--- config.mk ---
export PLATFORM = sky130hd
export DESIGN_NAME = mem_arbiter
export DESIGN_NICKNAME = d
export VERILOG_FILES = /design/src/rtl/mem_arbiter.sv
export SDC_FILE = /design/constraint.sdc
export NUM_CORES = 1
export LEC_CHECK = 0
export ABC_CLOCK_PERIOD_IN_PS = 2800
export CELL_PAD_IN_SITES_DETAIL_PLACEMENT = 0
export CELL_PAD_IN_SITES_GLOBAL_PLACEMENT = 1
export CORE_AREA = 2 2 162 164
export DETAILED_ROUTE_END_ITERATION = 16
export DIE_AREA = 0 0 164 166
export GPL_TIMING_DRIVEN = 0
export PLACE_DENSITY_LB_ADDON = 0.1
export SLEW_MARGIN = 10
export SYNTH_ARGS = -nofsm -noshare
export SYNTH_HDL_FRONTEND = slang
export SYNTH_SLANG_ARGS = --single-unit
--- constraint.sdc ---
create_clock -name clk -period 2.8 [get_ports clk]
set_input_delay 0.56 -clock clk [delete_from_list [all_inputs] [get_ports clk]]
set_output_delay 0.56 -clock clk [all_outputs]
set_load 0.05 [all_outputs]
--- src/rtl/mem_arbiter.sv ---
// mem_arbiter: shares one downstream memory bus between instruction fetch
// (ibus) and the memory stage (dbus). One request is latched at a time and
// held on the shared bus until the downstream data_ok. The response is then
// routed back to the port that owns the transaction.
// Optional feature: define MEM_ARB_RR_EN for round-robin tie breaking;
// without it the memory stage always wins a tie.

package mem_arbiter_pkg;

  typedef enum logic [1:0] {
    MSIZE1 = 2'd0,
    MSIZE2 = 2'd1,
    MSIZE4 = 2'd2,
    MSIZE8 = 2'd3
  } msize_t;

  typedef struct packed {
    logic        valid;
    logic [31:0] addr;
  } ibus_req_t;

  typedef struct packed {
    logic        addr_ok;
    logic        data_ok;
    logic [31:0] data;
  } ibus_resp_t;

  typedef struct packed {
    logic        valid;
    logic [31:0] addr;
    msize_t      size;
    logic [7:0]  strobe;
    logic [63:0] data;
  } dbus_req_t;

  typedef struct packed {
    logic        addr_ok;
    logic        data_ok;
    logic [63:0] data;
  } dbus_resp_t;

endpackage

module mem_arbiter
  import mem_arbiter_pkg::*;
(
  input  logic       clk,
  input  logic       reset,
  input  ibus_req_t  ireq,
  output ibus_resp_t iresp,
  input  dbus_req_t  dreq,
  output dbus_resp_t dresp,
  output dbus_req_t  oreq,
  input  dbus_resp_t oresp
);

  typedef enum logic [1:0] {
    IDLE   = 2'd0,
    BUSY_I = 2'd1,
    BUSY_D = 2'd2
  } state_t;

  state_t    r_state;
  state_t    w_nextState;
  dbus_req_t r_req;
  dbus_req_t w_nextReq;
  logic      r_last;
  logic      w_nextLast;
  logic      w_grantI;
  logic      w_grantD;
  logic      w_unusedAddrOk;

  // The downstream address handshake is implied by data_ok on this bus.
  assign w_unusedAddrOk = oresp.addr_ok;

  // State, latched request and last-granted port; reset is async active-low.
  always_ff @(posedge clk or negedge reset) begin
    if (!reset) begin
      r_state <= IDLE;
      r_req   <= '0;
      r_last  <= 1'b1;
    end else begin
      r_state <= w_nextState;
      r_req   <= w_nextReq;
      r_last  <= w_nextLast;
    end
  end

  // Grant selection in IDLE and completion detection while busy.
  always_comb begin
    w_nextState = r_state;
    w_nextReq   = r_req;
    w_nextLast  = r_last;
    w_grantI    = 1'b0;
    w_grantD    = 1'b0;
    unique case (r_state)
      IDLE: begin
        if (dreq.valid && ireq.valid) begin
`ifdef MEM_ARB_RR_EN
          w_grantD = ~r_last;
          w_grantI = r_last;
`else
          w_grantD = 1'b1;
`endif
        end else begin
          w_grantD = dreq.valid;
          w_grantI = ireq.valid;
        end
        if (w_grantD) begin
          w_nextState     = BUSY_D;
          w_nextReq       = dreq;
          w_nextReq.valid = 1'b1;
          w_nextLast      = 1'b1;
        end else if (w_grantI) begin
          w_nextState      = BUSY_I;
          w_nextReq.valid  = 1'b1;
          w_nextReq.addr   = ireq.addr;
          w_nextReq.size   = MSIZE4;
          w_nextReq.strobe = '0;
          w_nextReq.data   = '0;
          w_nextLast       = 1'b0;
        end
      end
      BUSY_I, BUSY_D: begin
        if (oresp.data_ok) begin
          w_nextState = IDLE;
        end
      end
      default: begin
        w_nextState = IDLE;
      end
    endcase
  end

  // The shared bus carries the latched request; valid follows the busy state.
  always_comb begin
    oreq       = r_req;
    oreq.valid = (r_state != IDLE);
  end

  // Route the completing response to its owner; everything else reads zero.
  always_comb begin
    iresp = '0;
    dresp = '0;
    if (oresp.data_ok) begin
      if (r_state == BUSY_I) begin
        iresp.addr_ok = 1'b1;
        iresp.data_ok = 1'b1;
        iresp.data    = r_req.addr[2] ? oresp.data[63:32] : oresp.data[31:0];
      end else if (r_state == BUSY_D) begin
        dresp.addr_ok = 1'b1;
        dresp.data_ok = 1'b1;
        dresp.data    = oresp.data;
      end
    end
  end

endmodule
---- Word level (Yosys, flattened, before mapping) ----
Cells that the tools add are included.
cells by class
  eq/ne operators ......................... 4
  multiplexer cells ....................... 16
  reductions and logical operators ........ 7
operators by type and width
  kind                                                   number
  2-to-1 mux 106 bit                                     2
  2-to-1 mux 66 bit                                      3
  2-to-1 mux 34 bit                                      2
  2-to-1 mux 32 bit                                      1
  2-to-1 mux 2 bit                                       3
  2-to-1 mux 1 bit                                       4
  case mux 2 bit (2 select lines)                        1
  AND reduction 2 bit                                    2
  nonzero test 2 bit                                     2
  inequality test 3 x 1 -> 1 bit, second input constant  1
  equality test 2 x 1 -> 1 bit, second input constant    1
  equality test 2 bit, second input constant             1
  zero test 2 bit                                        1
  inequality test 2 bit, second input constant           1
  OR reduction 2 bit                                     1
  logical AND 1 bit                                      1
word-level totals
  bits in registers ....................... 108
  input bits .............................. 208
  output and inout port bits .............. 207
  word-level logic and storage cells ...... 32

---- Longest topological paths before layout ----
  depth after elaboration ................. 6
  depth in mapped cells ................... 7
  depth with buffers taken out ............ 5

---- Worst setup path before layout ----
Ideal clock, no wire load.
  path kind ............................... flip-flop to output port
  start point ............................. register r_state[0]
  end point ............................... output dresp[10] (netlist name)
  arrival ................................. 2.012 ns
  required time ........................... 2.240 ns
  slack ................................... 0.228 ns
  cell stages (with the launch flop) ...... 8
  buffers on the path ..................... 2
  cells stage by stage .................... dfrtp_1 inv_1 ha_1 and2_1 nor2b_1 buf_2 clkbuf_1 and2_1
RTL lines
  item                    line  RTL
  start, declared         63    state_t r_state;
  start signal, assigned  83    r_state <= w_nextState;
  end, declared           52    output dbus_resp_t dresp,

==> results.cfg <==
[worst_setup_path]
cp_slowest_stage_delay_ns = 0.54
end_kind = primary output
r2r-end = oreq[79]$_DFFE_PN0P_
crit_path_top_delay_cell = dlygate4sd2_1
critPathKind = input pin to primary output
ff2ff_path_depth = 6
timing.rr.start = r_state[0]$_DFFE_PN0P_
regToRegSetupSlack_ns = 0.90
cp.arrival_ns = 2.15
crit_path_cell_trace = clkdlybuf4s50_1 -> nand2_1 -> clkbuf_2 -> nor2_1 -> dlygate4sd2_1
start_kind = input pin
worstPathMaxFanout = 10
required_ns = 2.24

[place]
placed_area_um2 = 9840
numPortBuffers = 412
place.gp.congestion = 0.776
hpwl_mm = 19.7

[floorplan]
dieArea_um2 = 27200
dieWidth_um = 164
core_um2 = 25600
fp-row-count = 59
die_y_um = 166
start_util_pct = 20.5
ioPinCount = 415

[routing]
wl_per_cell_um = 20.1
drt_iter0_drc = 174
wirelength_mm = 25.2
ant_nets = 0
vias_per_cell = 4.40
drc_errors = 0
vias = 5520
first_pass_iters = 4

[clocking]
cts_tree = built
clkLatencyLatePin_ns = 0.36
cts.clk_slew.worst_paths_ns = 0.09
clockRootBuffer = clkbuf_16
cts_setup_buffers = 0
clockBufferDepth = 2
cts_num_sinks = 108
numCtsBuffers = 9
h-tree-depth = 3

[cells_and_area]
layout.nets = 1124
fin_area_um2 = 9940
syn_to_final_growth_pct = 88.8
layout-drive-gt1-share_pct = 15.3

[power_and_ir_drop]
p_leak_nw = 4.45
p_per_area_nw_per_um2 = 1170
total_power_w = 0.0116
vdd_drop_max_uv = 579

[run]
drv_cap = 0

[global_routing]
grt_pass1_wl_mm = 36.9
grt_max_degree = 65
gr-usage-all-layers_pct = 18.0
grt_pass1_vias = 5837
antenna_found_initial = 2
grt_remaining_overflow = 0

[logic_synthesis]
ys_ff_latch = 108
async_reset_ff_share_pct = 100
synthTopCellsByArea = dfrtp_1 51%, a22o_1 12%, and2_1 7.8%
synth_top_area_share_pct = 51.3
yosys.area.top_type = dfrtp_1
synth_top_flop_cell = dfrtp_1
yosys_warnings = 0
synth-seq-area-share_pct = 51.3
syn-num-nets = 700
syn_area_um2 = 5260
syn_area_per_cell_um2 = 10.8
synth_edf_count = 0
synth_cells = 489
ys_types = 22

[outcome]
status = finished, final reports clean

[timing]
finalClockSkew_ns = 0.0132
maxClockFrequency_ghz = 0.369
setup_viol = 0
worstMarginPinSlew_ns = 0.723
period_minus_slack_ns = 2.71
rsz0062_at_grt = false
fin_crit_sh_pct = 96.7
maxSlewViolCount = 0
tns_ns = 0
final_hold_viol_count = 0
slew-limit-headroom_pct = 51.8

[worst_hold_path]
min_path_type = input pin to asynchronous set/reset pin
layout by cell type, fill, tap and decap left out, types with 12 or more instances in the layout:
cell type	synthesis	layout
nor2_1	66	66
mux2i_1	32	32
buf_2	20	19
a22o_1	74	74
clkbuf_2	0	20
dfrtp_1	108	108
nand2b_1	12	12
buf_4	3	65
and2_1	66	66
clkdlybuf4s50_1	0	311
o32ai_1	22	22
o22ai_1	41	41
flip-flops by register name, summed over array words and instances, names as in the netlist:
register  flops
r_state       2
oreq        106
power by group:
group,switching [W],internal (W),total [W]
combinational,0.00495,0.00263,0.00758
clock,0.000661,0.000656,0.00132
sequential,0.000440,0.00225,0.00269
total,0.00605,0.00554,0.0116
Yosys cell counts (4+ instances only):
cell type  number
dfrtp_1       108
a22o_1         74
and2_1         66
nor2_1         66
o22ai_1        41
mux2i_1        32
o32ai_1        22
buf_2          20
clkbuf_1       17
nand2b_1       12
buf_6           8
inv_1           4
nand2_1         4
worst max-delay path: cells and delay by family:
family | cells | cell delay [ns]
buffers and inverters | 3 | 1.30
AND/OR/NAND/NOR | 2 | 0.29
metrics by stage:
step | instances | util [%] | hold WS, ns | worst slack, ns
floorplan | 489 | - | 0.264 | 0.228
global placement | 1236 | 38.3 | 0.481 | -3.47
detailed placement | 1237 | 38.4 | 0.480 | -0.837
CTS | 1253 | 38.9 | 0.135 | 0.00000244
global route | 1254 | 38.8 | 0.152 | 0.00202
finish | 1254 | 38.8 | 0.124 | 0.0911
per-layer routing:
layer	wire [um]	share of wire (%)	global-route usage, %
met5	13	0.052	0
met4	306	1.2	3.97
met3	2530	10	6.77
met2	12700	50	32.3
met1	9650	38	20.0
repair_timing:
item / CTS / global route
setup endpoints to repair: 97 / 87
cloned: 0 / 0
gates resized for setup: 419 / 54
hold buffers: 0 / 0
cell families (layout without fill, tap and decap cells):
logic type      Yosys count  after routing  synth area share (%)
compound gates          142            142                  21.4
fa+ha+maj                 3              3                 0.713
buf+inv                  53            482                  5.61
flops                   108            108                  51.3
mux                      32             32                  6.09
other cells               0              1                     0
simple gates            151            151                  14.9
how the worst max path moves through the flow:
stage | start | endpoint | slack, ns | cells after the start
global placement | reset | oreq[72]$_DFFE_PN0P_ | -3.47 | 1
detailed placement | oresp[64] | dresp[26] | -0.84 | 7
finish | oresp[64] | iresp[28] | 0.09 | 5
global route | oresp[64] | dresp[16] | 0.002 | 7
floorplan | r_state[0]$_DFFE_PN0P_ | dresp[10] | 0.23 | 7
CTS | oresp[64] | dresp[11] | 0.000002 | 7
layout make-up:
cell class	count	area (um2)
fill	2621	15700
multi-input combinational	328	2270
clock inverter	6	62.6
buffer	49	313
antenna	1	2.50
tap	335	419
inverter	4	15.0
sequential	108	2700
clock buffer	10	239
timing repair buffer	413	3920
(Power assumes the default switching activity.)
